==> config.mk <==
export PLATFORM = sky130hd
export DESIGN_NAME = io_input_debounce
export DESIGN_NICKNAME = d
export VERILOG_FILES = /design/src/rtl/io_input_debounce_pkg.sv /design/src/rtl/io_input_debounce_db_bit.sv /design/src/rtl/io_input_debounce.sv
export SDC_FILE = /design/constraint.sdc
export NUM_CORES = 1
export LEC_CHECK = 0
export ABC_AREA = 1
export BUFFER_PORTS_ARGS = -buffer_cell sky130_fd_sc_hd__clkbuf_2
export CAP_MARGIN = 10
export CORE_MARGIN = 8
export CORE_UTILIZATION = 52
export DETAILED_ROUTE_END_ITERATION = 8
export PLACE_DENSITY = 0.74
export SYNTH_ARGS = -nofsm -noshare
export SYNTH_HDL_FRONTEND = slang
export SYNTH_SLANG_ARGS = --single-unit
==> constraint.sdc <==
create_clock -name CLK -period 1 [get_ports CLK]
set_input_delay 0.2 -clock CLK [delete_from_list [all_inputs] [get_ports CLK]]
set_output_delay 0.2 -clock CLK [all_outputs]
set_load 0.01 [all_outputs]
==> src/rtl/io_input_debounce_pkg.sv <==
// Shared constants and types for the memory-mapped input conditioning block.
// Holds the IO address map, the default sizing of the debounce path, and the
// small helpers used when sizing the per-bit stability counter.
package io_input_debounce_pkg;

  // Data-RAM addresses of the memory-mapped IO ports.
  localparam logic [7:0] IOA_ADDR = 8'd248;
  localparam logic [7:0] IOB_ADDR = 8'd249;
  localparam logic [7:0] IOC_ADDR = 8'd250;
  localparam logic [7:0] IOD_ADDR = 8'd251;
  localparam logic [7:0] IOE_ADDR = 8'd252;
  localparam logic [7:0] IOF_ADDR = 8'd253;
  localparam logic [7:0] IOG_ADDR = 8'd254;
  localparam logic [7:0] IOH_ADDR = 8'd255;

  // Default sizing of the input conditioning path.
  localparam int unsigned DEF_WIDTH       = 8;
  localparam int unsigned DEF_SYNC_STAGES = 2;
  localparam int unsigned DEF_DB_CYCLES   = 4;

  // What the debounce decision does with a bit on a given edge.
  //   DB_IDLE   : synced value matches the stable value, counter is cleared
  //   DB_COUNT  : mismatch still too short, counter advances
  //   DB_ACCEPT : mismatch held long enough, stable value takes the synced one
  typedef enum logic [1:0] {
    DB_IDLE   = 2'd0,
    DB_COUNT  = 2'd1,
    DB_ACCEPT = 2'd2
  } db_action_e;

  // Counter width able to hold 0..cycles; never narrower than one bit.
  function automatic int unsigned db_cnt_width(input int unsigned cycles);
    int unsigned w;
    w = $clog2(cycles + 1);
    if (w < 1) begin
      w = 1;
    end
    return w;
  endfunction

endpackage

==> src/rtl/io_input_debounce_db_bit.sv <==
// One-bit input conditioner: a synchronizer chain followed by a stability
// counter. The stable value only moves after the synced input has disagreed
// with it for DB_CYCLES consecutive edges; any return to the stable value in
// between throws the partial count away. CHG is a registered one-cycle pulse
// aligned with the first cycle the new stable value is visible on Q.
module io_input_debounce_db_bit
  import io_input_debounce_pkg::*;
#(
  parameter int unsigned SYNC_STAGES = DEF_SYNC_STAGES,
  parameter int unsigned DB_CYCLES   = DEF_DB_CYCLES
) (
  input  logic CLK,
  input  logic RESET,
  input  logic D,
  output logic Q,
  output logic CHG
);

  localparam int unsigned CW = db_cnt_width(DB_CYCLES);
  localparam logic [CW-1:0] CNT_LAST = CW'(DB_CYCLES - 1);

  logic [SYNC_STAGES-1:0] sync_q;
  logic [SYNC_STAGES-1:0] sync_d;
  logic                   stb_q;
  logic                   stb_d;
  logic [CW-1:0]          cnt_q;
  logic [CW-1:0]          cnt_d;
  logic                   chg_q;
  logic                   chg_d;
  logic                   s;
  db_action_e             act;

  // Synchronizer output is the oldest stage of the shift chain.
  assign s = sync_q[SYNC_STAGES-1];

  // Classify this edge: hold, keep counting, or accept the new value.
  always_comb begin
    act = DB_IDLE;
    if (s != stb_q) begin
      // >= rather than == so a corrupted counter can never stall the bit.
      if (cnt_q >= CNT_LAST) begin
        act = DB_ACCEPT;
      end else begin
        act = DB_COUNT;
      end
    end
  end

  // Next-state values for the chain, counter, stable value and change pulse.
  always_comb begin
    sync_d = {sync_q[SYNC_STAGES-2:0], D};
    stb_d  = stb_q;
    cnt_d  = '0;
    chg_d  = 1'b0;
    unique case (act)
      DB_IDLE: begin
        cnt_d = '0;
      end
      DB_COUNT: begin
        cnt_d = cnt_q + 1'b1;
      end
      DB_ACCEPT: begin
        stb_d = s;
        cnt_d = '0;
        chg_d = 1'b1;
      end
      default: begin
        cnt_d = '0;
      end
    endcase
  end

  // State registers; synchronous reset discards any partial count.
  always_ff @(posedge CLK) begin
    if (RESET) begin
      sync_q <= '0;
      stb_q  <= 1'b0;
      cnt_q  <= '0;
      chg_q  <= 1'b0;
    end else begin
      sync_q <= sync_d;
      stb_q  <= stb_d;
      cnt_q  <= cnt_d;
      chg_q  <= chg_d;
    end
  end

  assign Q   = stb_q;
  assign CHG = chg_q;

endmodule

==> src/rtl/io_input_debounce.sv <==
// Conditions the two switch/button banks feeding the data-RAM read mux as
// IOA and IOB. Every bit of both banks gets its own independent conditioner,
// so any combination of bits may change, and pulse CHG, on the same cycle.
// All outputs come straight from flops inside the per-bit conditioners.
module io_input_debounce
  import io_input_debounce_pkg::*;
#(
  parameter int unsigned WIDTH       = DEF_WIDTH,
  parameter int unsigned SYNC_STAGES = DEF_SYNC_STAGES,
  parameter int unsigned DB_CYCLES   = DEF_DB_CYCLES
) (
  input  logic             CLK,
  input  logic             RESET,
  input  logic [WIDTH-1:0] SW_A,
  input  logic [WIDTH-1:0] SW_B,
  output logic [WIDTH-1:0] IOA,
  output logic [WIDTH-1:0] IOB,
  output logic [WIDTH-1:0] CHG_A,
  output logic [WIDTH-1:0] CHG_B
);

  // Bank A occupies the low half, bank B the high half.
  logic [2*WIDTH-1:0] raw;
  logic [2*WIDTH-1:0] stb;
  logic [2*WIDTH-1:0] chg;

  assign raw = {SW_B, SW_A};

  // One conditioner per input bit across both banks.
  for (genvar i = 0; i < 2*WIDTH; i++) begin : g_bit
    io_input_debounce_db_bit #(
      .SYNC_STAGES (SYNC_STAGES),
      .DB_CYCLES   (DB_CYCLES)
    ) u_db_bit (
      .CLK   (CLK),
      .RESET (RESET),
      .D     (raw[i]),
      .Q     (stb[i]),
      .CHG   (chg[i])
    );
  end

  assign IOA   = stb[WIDTH-1:0];
  assign IOB   = stb[2*WIDTH-1:WIDTH];
  assign CHG_A = chg[WIDTH-1:0];
  assign CHG_B = chg[2*WIDTH-1:WIDTH];

endmodule
==> results of run 1 <==
-- worst max-delay path by stage --
| stage | from | endpoint | slack (ps) | cells past startpoint |
|---|---|---|---|---|
| 2_1_floorplan | g_bit[10].u_db_bit.cnt_q[0] | g_bit[10].u_db_bit.cnt_q[0] | -40 | 7 |
| 3_3_place_gp | g_bit[13].u_db_bit.cnt_q[0] | g_bit[13].u_db_bit.cnt_q[0] | -120 | 7 |
| 3_5_place_dp | g_bit[12].u_db_bit.cnt_q[0] | g_bit[12].u_db_bit.cnt_q[1] | -160 | 7 |
| 4_1_cts | g_bit[11].u_db_bit.cnt_q[1] | g_bit[11].u_db_bit.Q | -150 | 6 |
| 5_1_grt | g_bit[8].u_db_bit.cnt_q[1] | g_bit[8].u_db_bit.cnt_q[1] | -250 | 7 |
| 6_report | g_bit[8].u_db_bit.cnt_q[0] | g_bit[8].u_db_bit.cnt_q[1] | -180 | 7 |
-- sequential cells by signal, indices dropped and copies added (netlist names) --
register and flops:
g_bit.u_db_bit.sync_q 32, g_bit.u_db_bit.Q 16, g_bit.u_db_bit.CHG 16, g_bit.u_db_bit.cnt_q 48
-- layout make-up --
class | instances | area, um^2
flip-flops and latches | 112 | 2322
multi-input cells | 320 | 2360
clock buffers | 11 | 131.4
well taps | 105 | 131.4
inverters | 97 | 369.1
repair buffers | 94 | 799.5
fillers | 571 | 2103
clock inverters | 5 | 41.29
-- metal layers --
layer / global-route usage / vias up / part of all wire
met2: 0.2825 / 51 / 0.56
met1: 0.1378 / 1577 / 0.38
met3: 0.04878 / 14 / 0.046
met5: 0 / - / 0
met4: 0.04301 / 0 / 0.018
li1: - / 1764 / -
-- kinds of logic (layout without fill, tap and decap cells) --
group	Yosys count	count (layout)	share of synthesized area
DFF	112	112	0.5042
and+or+nand+nor	288	288	0.2549
adders and majority gates	32	32	0.09004
buffers and inverters	136	207	0.1508
-- cell usage after synthesis --
library cell,count
nor2_1,160
dfxtp_1,112
nor3_1,16
ha_1,32
clkbuf_1,3
buf_6,2
nand2_2,13
nand2_1,99
inv_1,96
clkinv_4,1
buf_12,1
buf_4,33
-- critical path, stage by stage (launching register included) --
cell,delay [ps]
dfxtp_2,350
ha_4,160
ha_4,150
nor2_4,80
nand2_2,90
inv_2,90
nand2_4,90
nor2_4,110
-- cells in the final DEF (no fill, tap or decap) --
cell / Yosys / layout
inv_1: 96 / 80
nand2_2: 13 / 37
buf_12: 1 / 2
inv_2: 0 / 16
nor2_1: 160 / 114
clkinv_2: 0 / 1
buf_8: 0 / 2
nor2_4: 0 / 23
buf_4: 33 / 37
clkinvlp_4: 0 / 1
nand2_1: 99 / 65
clkbuf_2: 0 / 17
clkbuf_8: 0 / 9
dlygate4sd3_1: 0 / 6
ha_4: 0 / 32
nor3_2: 0 / 12
dfxtp_1: 112 / 48
dfxtp_2: 0 / 64
nand2_4: 0 / 10
clkbuf_1: 3 / 2
nor3_1: 16 / 4
inv_8: 0 / 1
inv_6: 0 / 1
buf_6: 2 / 25
nor2_2: 0 / 23
buf_2: 0 / 5
clkinv_4: 1 / 2
-- power by group --
| part | switching (mW) | internal [mW] | total, mW |
|---|---|---|---|
| Sequential | 0.0492 | 4.54 | 4.59 |
| Clock | 1.49 | 0.938 | 2.42 |
| Combinational | 0.215 | 0.174 | 0.390 |
| Total | 1.75 | 5.65 | 7.40 |
-- timing repair --
item	4_1_cts	5_1_grt
endpoints found under the hold margin	6	0
resized for setup	113	167
hold buffers	6	0
pin swaps	82	61
setup buffers	16	3
endpoints found under the setup margin	112	112
==> impl_metrics.env, run 1 <==
export IMPL_cts_sinks=112
export IMPL_cts_tree="yes"
export IMPL_grt_overflow_total=0
export IMPL_postSynthAreaPerCell_um2=7.829
export IMPL_numPortBuffers=49
export IMPL_drt_pass1_iter_count=6
export IMPL_htree_levels=3
export IMPL_clockBufferDepth=2
export IMPL_ys_seq_area_frac=0.5042
export IMPL_dpl_worst_slack_ps=-161.5
export IMPL_gp_congestion=0.6890
export IMPL_drtAntennaViolNets=0
export IMPL_fmax_ghz=0.8457
export IMPL_worstHoldPathCells=3
export IMPL_p_leak_nw=2.544
export IMPL_fin_area_um2=6155
export IMPL_holdPathEnd="g_bit[12].u_db_bit.sync_q[0]"
export IMPL_clk_latency_ps=360
export IMPL_power_mw=7.403
export IMPL_drc=0
export IMPL_ys_warnings_count=0
export IMPL_netlist_area_um2=4447
export IMPL_arrival_ps=1490
export IMPL_start_util=0.5385
export IMPL_hp_start="SW_B[4]"
export IMPL_grt_max_degree=33
export IMPL_synth_area_leader_cell="dfxtp_1"
export IMPL_synth_seq_cells=112
export IMPL_finClkSkew_ps=10.39
export IMPL_diodes=0
export IMPL_period_share=1.182
export IMPL_synth_fp_nets=618
export IMPL_cts_inserted_buffers=9
export IMPL_setup_viol_count_final=102
export IMPL_cp_start_kind="register"
export IMPL_grt_usage=0.1444
export IMPL_irDropWorstVdd_uv=934.3
export IMPL_maxCapViolCount=0
export IMPL_worst_slack_ps=-182.5
export IMPL_r2r_start="g_bit[8].u_db_bit.cnt_q[0]"
export IMPL_rows=33
export IMPL_outcome="complete, but fails checks"
export IMPL_routed_wl_mm=8.648
export IMPL_coreArea_um2=8258
export IMPL_fp_dieArea_um2=11770
export IMPL_dp_hpwl_mm=5.158
export IMPL_io_pins=50
export IMPL_min_path_type="input port to register"
export IMPL_worst_setup_path_end_kind="register"
export IMPL_hold_viol=0
export IMPL_fp_dieH_um=108.5
export IMPL_setup_tns_ps=-7173
export IMPL_cp_data_required_time_ps=1310
export IMPL_power_per_cell_area_nw_per_um2=1203
export IMPL_synth_top_area_share=0.5042
export IMPL_path_clk_slew_ps=110
export IMPL_vias_per_cell=4.578
export IMPL_timing_hold_ws_ps=20.49
export IMPL_dp_cells=703
export IMPL_fin_crit_ps=1182
export IMPL_cts_root_buffer="clkbuf_8"
export IMPL_wire_per_inst_um=11.62
export IMPL_rsz0062_at_grt="true"
export IMPL_drive_gt1_frac=0.5008
export IMPL_violations="negative setup slack"
export IMPL_synth_cells=568
export IMPL_crit_type="register to register"
export IMPL_die_w_um=108.5
export IMPL_initialDrtViolationCount=53
export IMPL_vias=3406
export IMPL_grt_pass1_vias=3494
export IMPL_syn2layout_area_growth_pct=38.41
export IMPL_worst_pin_slew_ps=358.7
export IMPL_nNetsFinal=684
export IMPL_r2r_slack_ps=-180
export IMPL_slew_viol_final=0
export IMPL_placement_cell_area_um2=4797
export IMPL_instances_no_fill=744
export IMPL_antenna_found_initial=0
export IMPL_grt_pass1_wl_mm=13.94
export IMPL_netlist_top_cells_area="dfxtp_1 (50%), nor2_1 (14%), ha_1 (9.0%), nand2_1 (8.4%), inv_1 (8.1%)"
export IMPL_max_slew_margin_rel=0.7609
export IMPL_r2r_end="g_bit[8].u_db_bit.cnt_q[1]"
export IMPL_utilization=0.7453
export IMPL_cp_max_fo=3
export IMPL_rr_worst_depth=7
export IMPL_ys_types=12
Note: power is estimated with default switching activity, not from simulation.
==> inputs of run 2 (changes only) <==
- ABC_AREA: 1 -> 0
- SLEW_MARGIN: default -> 15
==> run 2 against run 1 <==
The run still ends with negative setup slack left. Clock skew rose by 4.9 ps. Sequential power barely moved. First-iteration DRC count fell by 40%. Worst setup slack got worse by 100 ps. Maximum frequency fell by 7.8%. Clock power rose by 24%. Critical path depth fell by 3. Core utilization fell by 0.30 points. Non-clock buffer count rose by 25. Critical path type unchanged.
==> impl_metrics.env, run 2 <==
export IMPL_outcome="complete, but fails checks"
export IMPL_violations="negative setup slack"
export IMPL_slowest_stage="dfxtp_2"
export IMPL_syn2layout_area_growth_pct=40.83
export IMPL_cts_inserted_buffers=9
export IMPL_worstHoldPathCells=2
export IMPL_path_clk_slew_ps=110
export IMPL_cp_top_family="flip-flops"
export IMPL_synth_seq_cells=112
export IMPL_routed_wl_mm=8.267
export IMPL_initialDrtViolationCount=32
export IMPL_instances_no_fill=595
export IMPL_clkPwrFrac=0.377
export IMPL_io_pins=50
export IMPL_p_seq_frac=0.575
export IMPL_htree_levels=3
export IMPL_path_cells="ha_4 -> ha_4 -> a211o_1 -> nor4b_2"
export IMPL_ys_warnings_count=0
export IMPL_r2r_end="g_bit[6].u_db_bit.cnt_q[1]"
export IMPL_antenna_found_initial=0
export IMPL_layout_commonest_cell="buf_4"
export IMPL_ctsHoldBuffers=0
export IMPL_worst_pin_slew_ps=484.1
export IMPL_die_w_um=109.3
export IMPL_grt_pass1_wl_mm=13.73
export IMPL_p_sw_mw=1.803
export IMPL_synth_edff_count=0
export IMPL_crit_type="register to register"
export IMPL_synth_cells=398
export IMPL_grt_usage=0.1433
export IMPL_hold_viol=0
export IMPL_synth_most_common_cell="dfxtp_1"
export IMPL_cp_start_kind="register"
export IMPL_grt_pass1_vias=3144
export IMPL_grt_max_degree=53
export IMPL_pwr_share_comb=0.048
export IMPL_dpl_worst_slack_ps=-218.4
export IMPL_period_share=1.283
export IMPL_setup_viol_count_final=106
export IMPL_power_per_cell_area_nw_per_um2=1249
export IMPL_clockBufferDepth=2
export IMPL_crit_buf_inv=0
export IMPL_synth_area_leader_cell="dfxtp_1"
export IMPL_layout_common_cells="buf_4 (68), dfxtp_1 (58), dfxtp_2 (52)"
export IMPL_drive_gt1_frac=0.5811
export IMPL_vias_per_cell=5.039
export IMPL_synth_top_area_share=0.4950
export IMPL_p_int_mw=6.162
export IMPL_synth_flop_cell="dfxtp_1"
export IMPL_placement_cell_area_um2=5548
export IMPL_vias=2998
export IMPL_cp_data_required_time_ps=1270
export IMPL_top_register="g_bit.u_db_bit.cnt_q"
export IMPL_dp_hpwl_mm=5.452
export IMPL_rr_worst_depth=4
export IMPL_p_sw_frac=0.2263
export IMPL_largest_register_ffs=48
export IMPL_rows=34
export IMPL_holdPathEnd="g_bit[14].u_db_bit.sync_q[0]"
export IMPL_coreArea_um2=8593
export IMPL_fin_area_um2=6379
export IMPL_gp_congestion=0.7065
export IMPL_fp_dieH_um=109.3
export IMPL_synth_fp_nets=448
export IMPL_grt_overflow_total=0
export IMPL_r2r_slack_ps=-280
export IMPL_numPortBuffers=49
export IMPL_netlist_top_cells_area="dfxtp_1 (50%), ha_1 (8.8%), buf_4 (5.3%), nor4b_2 (5.3%), nand2b_1 (4.4%)"
export IMPL_arrival_ps=1550
export IMPL_cts_tree="yes"
export IMPL_hp_start="SW_B[6]"
export IMPL_drc=0
export IMPL_cts_sinks=112
export IMPL_p_leak_nw=2.528
export IMPL_worst_slack_ps=-283.2
export IMPL_finClkSkew_ps=15.33
export IMPL_drtAntennaViolNets=0
export IMPL_ys_types=16
export IMPL_min_path_type="input port to register"
export IMPL_cp_max_fo=3
export IMPL_crit_path_max_incr_delay_ps=350
export IMPL_clk_latency_ps=370
export IMPL_fmax_ghz=0.7793
export IMPL_reg_top3="g_bit.u_db_bit.cnt_q x48, g_bit.u_db_bit.sync_q x32"
export IMPL_fin_crit_ps=1283
export IMPL_r2r_start="g_bit[6].u_db_bit.cnt_q[0]"
export IMPL_wire_per_inst_um=13.89
export IMPL_netlist_area_um2=4529
export IMPL_drt_pass1_iter_count=4
export IMPL_postSynthAreaPerCell_um2=11.38
export IMPL_worst_setup_path_end_kind="register"
export IMPL_slew_viol_final=0
export IMPL_ys_seq_area_frac=0.4950
export IMPL_dp_cells=567
export IMPL_start_util=0.5271
export IMPL_async_flop_share=0
export IMPL_cts_root_buffer="clkbuf_8"
export IMPL_maxCapViolCount=0
export IMPL_crit_path_frequent_cell="ha_4"
export IMPL_fp_dieArea_um2=11950
export IMPL_nNetsFinal=532
export IMPL_max_slew_margin_rel=0.6749
export IMPL_irDropWorstVdd_uv=786.4
export IMPL_diodes=0
export IMPL_rsz0062_at_grt="true"
run 2: area by class of cell:
cell class,instances,area (um^2)
clock inverters,7,100.1
repair buffers,119,947.2
inverters,16,60.06
clock buffers,9,123.9
fillers,555,2215
well taps,108,135.1
flip-flops and latches,112,2315
multi-input cells,224,2698
run 2: what timing repair did:
item / in CTS / in global routing
gates resized for setup: 44 / 84
endpoints found under the setup margin: 112 / 112
buffers inserted: 10 / 2
hold endpoints to repair: 0 / 0
pin swaps: 0 / 0
run 2: logic make-up (layout without fill, tap and decap cells):
group | count (synthesis) | count (layout) | synth area share
AO/OA/AOI/OAI | 32 | 32 | 0.05746
XOR/XNOR | 16 | 16 | 0.03094
adder cells (fa/ha/maj) | 32 | 32 | 0.08840
buffers and inverters | 62 | 151 | 0.08950
flip-flops | 112 | 112 | 0.4950
multiplexers | 16 | 16 | 0.03536
AND/OR/NAND/NOR | 128 | 128 | 0.2033
run 2: per-stage QoR:
| stage | power (mW) | TNS (ps) | hold slack (ps) | util |
|---|---|---|---|---|
| global placement | 5.012 | -9528 | 409.1 | 0.6456 |
| global route | 8.264 | -19180 | 29.66 | 0.7423 |
| floorplan | 4.914 | -7550 | 328.2 | - |
| detailed placement | 5.028 | -11590 | 416.5 | 0.6456 |
| CTS | 8.041 | -14980 | 12.49 | 0.7050 |
| finish | 7.964 | -13760 | 33.52 | 0.7423 |
run 2: worst register-to-register path: cells and delay by family, from the launching register on:
family	cells	cell delay [ps]
compound gates	1	270
fa+ha+maj	2	320
flops	1	350
simple gates	1	240
run 2: worst max-delay path by stage:
stage,cells after the start,slack (ps),endpoint,start
floorplan,4,-170,g_bit[10].u_db_bit.cnt_q[1],g_bit[10].u_db_bit.cnt_q[0]
global route,4,-360,g_bit[6].u_db_bit.cnt_q[1],g_bit[6].u_db_bit.cnt_q[0]
finish,4,-280,g_bit[6].u_db_bit.cnt_q[1],g_bit[6].u_db_bit.cnt_q[0]
CTS,4,-250,g_bit[2].u_db_bit.cnt_q[1],g_bit[2].u_db_bit.cnt_q[0]
detailed placement,4,-220,g_bit[3].u_db_bit.cnt_q[1],g_bit[3].u_db_bit.cnt_q[0]
global placement,4,-180,g_bit[4].u_db_bit.cnt_q[1],g_bit[4].u_db_bit.cnt_q[0]
run 2: power groups by stage:
stage                     clock network [mW]  logic (mW)  registers, mW
after global placement                     0       0.327           4.69
after floorplan                            0       0.225           4.69
after detailed placement                   0       0.338           4.69
after global routing                    3.25       0.418           4.59
after CTS                               3.10       0.357           4.59
final                                   3.00       0.379           4.58
run 2: routing by layer:
metal,vias to the layer above,GRT usage,routed length (um)
met5,-,0,0
met4,0,0.07329,161
met3,12,0.02814,269
met2,33,0.2618,4358
met1,1424,0.1534,3478
li1,1529,-,-
==> inputs of run 3 (changes only) <==
- REMOVE_ABC_BUFFERS: default -> 1
==> run 3 against run 2 <==
The run still ends with negative setup slack left. Worst hold slack better by 15 ps. Worst setup slack worse by 20 ps. First-iteration DRC count rose to 2.5 times the previous value. Core utilization down 0.10 points. Cell area down 0.14%. Register-to-register slack worse by 20 ps. Flip-flop and latch count unchanged. Critical path type unchanged. Combinational power up 2%. Clock skew down 6.9 ps. Sequential share of layout area about the same. Wire length up 10%. Via count up 4.3%.
==> impl_metrics.env, run 3 (synthesis gave the netlist of run 2 again) <==
export IMPL_start_util=0.5271
export IMPL_crit_path_max_incr_delay_ps=350
export IMPL_worst_slack_ps=-302.8
export IMPL_worst_pin_slew_ps=574.8
export IMPL_syn2layout_area_growth_pct=40.64
export IMPL_fp_dieH_um=109.3
export IMPL_crit_type="register to register"
export IMPL_arrival_ps=1540
export IMPL_coreArea_um2=8593
export IMPL_cp_data_required_time_ps=1240
export IMPL_power_per_cell_area_nw_per_um2=1157
export IMPL_vias=3126
export IMPL_maxCapViolCount=0
export IMPL_worst_setup_path_end_kind="register"
export IMPL_grt_pass1_vias=3289
export IMPL_cts_inserted_buffers=9
export IMPL_drc=0
export IMPL_slowest_stage="dfxtp_2"
export IMPL_cts_sinks=112
export IMPL_fin_crit_ps=1303
export IMPL_path_clk_slew_ps=100
export IMPL_vias_per_cell=5.193
export IMPL_fp_dieArea_um2=11950
export IMPL_hold_viol=0
export IMPL_top_register="g_bit.u_db_bit.cnt_q"
export IMPL_drive_gt1_frac=0.6032
export IMPL_grt_max_degree=36
export IMPL_irDropWorstVdd_uv=953.1
export IMPL_worstHoldPathCells=2
export IMPL_diodes=0
export IMPL_grt_usage=0.1496
export IMPL_cts_tree="yes"
export IMPL_holdPathEnd="g_bit[7].u_db_bit.sync_q[0]"
export IMPL_setup_viol_count_final=92
export IMPL_clockBufferDepth=2
export IMPL_path_cells="ha_4 -> ha_4 -> a211o_1 -> nor4_2"
export IMPL_rr_worst_depth=4
export IMPL_slew_viol_final=0
export IMPL_finClkSkew_ps=8.471
export IMPL_fmax_ghz=0.7676
export IMPL_routed_wl_mm=9.109
export IMPL_htree_levels=3
export IMPL_nNetsFinal=539
export IMPL_drtAntennaViolNets=0
export IMPL_period_share=1.303
export IMPL_die_w_um=109.3
export IMPL_dp_hpwl_mm=5.254
export IMPL_r2r_start="g_bit[11].u_db_bit.cnt_q[0]"
export IMPL_drt_pass1_iter_count=4
export IMPL_io_pins=50
export IMPL_grt_pass1_wl_mm=14.78
export IMPL_dp_cells=572
export IMPL_antenna_found_initial=0
export IMPL_r2r_end="g_bit[11].u_db_bit.cnt_q[0]"
export IMPL_layout_common_cells="buf_4 (75), dfxtp_1 (57), dfxtp_2 (54)"
export IMPL_initialDrtViolationCount=81
export IMPL_power_mw=7.372
export IMPL_cp_max_fo=3
export IMPL_numPortBuffers=49
export IMPL_reg_top3="g_bit.u_db_bit.cnt_q x48, g_bit.u_db_bit.sync_q x32"
export IMPL_gp_congestion=0.6908
export IMPL_wire_per_inst_um=15.13
export IMPL_layout_commonest_cell="buf_4"
export IMPL_hp_start="SW_A[7]"
export IMPL_min_path_type="input port to register"
export IMPL_instances_no_fill=602
export IMPL_cts_root_buffer="clkbuf_8"
export IMPL_r2r_slack_ps=-300
export IMPL_cp_start_kind="register"
export IMPL_crit_path_frequent_cell="ha_4"
export IMPL_outcome="complete, but fails checks"
export IMPL_rows=34
export IMPL_violations="negative setup slack"
export IMPL_grt_overflow_total=0
export IMPL_clk_latency_ps=350
export IMPL_rsz0062_at_grt="true"
export IMPL_largest_register_ffs=48
export IMPL_max_slew_margin_rel=0.6140
export IMPL_p_leak_nw=2.523
run 3: how the worst max path moves through the flow:
stage / start / to / slack [ps] / cells past startpoint
CTS: g_bit[2].u_db_bit.cnt_q[0] / g_bit[2].u_db_bit.cnt_q[1] / -320 / 4
global route: g_bit[12].u_db_bit.cnt_q[1] / g_bit[12].u_db_bit.cnt_q[2] / -350 / 4
finish: g_bit[11].u_db_bit.cnt_q[0] / g_bit[11].u_db_bit.cnt_q[0] / -300 / 4
floorplan: g_bit[10].u_db_bit.cnt_q[0] / g_bit[10].u_db_bit.Q / -260 / 4
detailed placement: g_bit[13].u_db_bit.cnt_q[0] / g_bit[13].u_db_bit.Q / -370 / 5
global placement: g_bit[3].u_db_bit.cnt_q[0] / g_bit[3].u_db_bit.Q / -320 / 5
run 3: repair_timing:
item                       in CTS  in global routing
setup buffers                  15                  0
hold buffers                    0                  0
pin swaps                      53                 10
resized for setup             151                 90
setup endpoints to repair     112                112
hold endpoints to repair        0                  0
run 3: critical path: cells and delay by family, from the launching register on:
kind	cells	cell delay (ps)
DFF	1	350
adders and majority gates	2	330
AOI/OAI and AO/OA	1	300
and+or+nand+nor	1	220
run 3: through the flow:
step | setup slack (ps) | hold WS [ps] | setup TNS [ps] | utilization | instance area, um^2
2_1_floorplan | -255.8 | 271.4 | -17590 | - | 4184
3_3_place_gp | -316.8 | 409.1 | -19120 | 0.5894 | 5065
3_5_place_dp | -370.6 | 415.0 | -22550 | 0.5894 | 5065
4_1_cts | -317.1 | 27.92 | -15180 | 0.7005 | 6020
5_1_grt | -351.7 | 21.38 | -21000 | 0.7413 | 6370
6_report | -302.8 | 48.45 | -15320 | 0.7413 | 6370
run 3: area by class of cell:
| class | instances | area [um^2] |
|---|---|---|
| Multi-Input combinational cell | 224 | 2684 |
| Sequential cell | 112 | 2313 |
| Fill cell | 558 | 2223 |
| Timing Repair Buffer | 126 | 1006 |
| Tap cell | 108 | 135.1 |
| Clock buffer | 9 | 123.9 |
| Inverter | 16 | 60.06 |
| Clock inverter | 7 | 47.55 |
run 3: metal layers:
metal,vias to the layer above,GRT usage,wire length [um]
met3,10,0.03986,380
met1,1521,0.1723,3792
met5,-,0,0
met4,0,0.04243,109
met2,51,0.2661,4826
li1,1544,-,-
run 3: report_power, final:
group	switching, mW	internal, mW	total, mW
clock network	1.49	0.908	2.40
registers	0.0491	4.54	4.59
logic	0.196	0.191	0.387
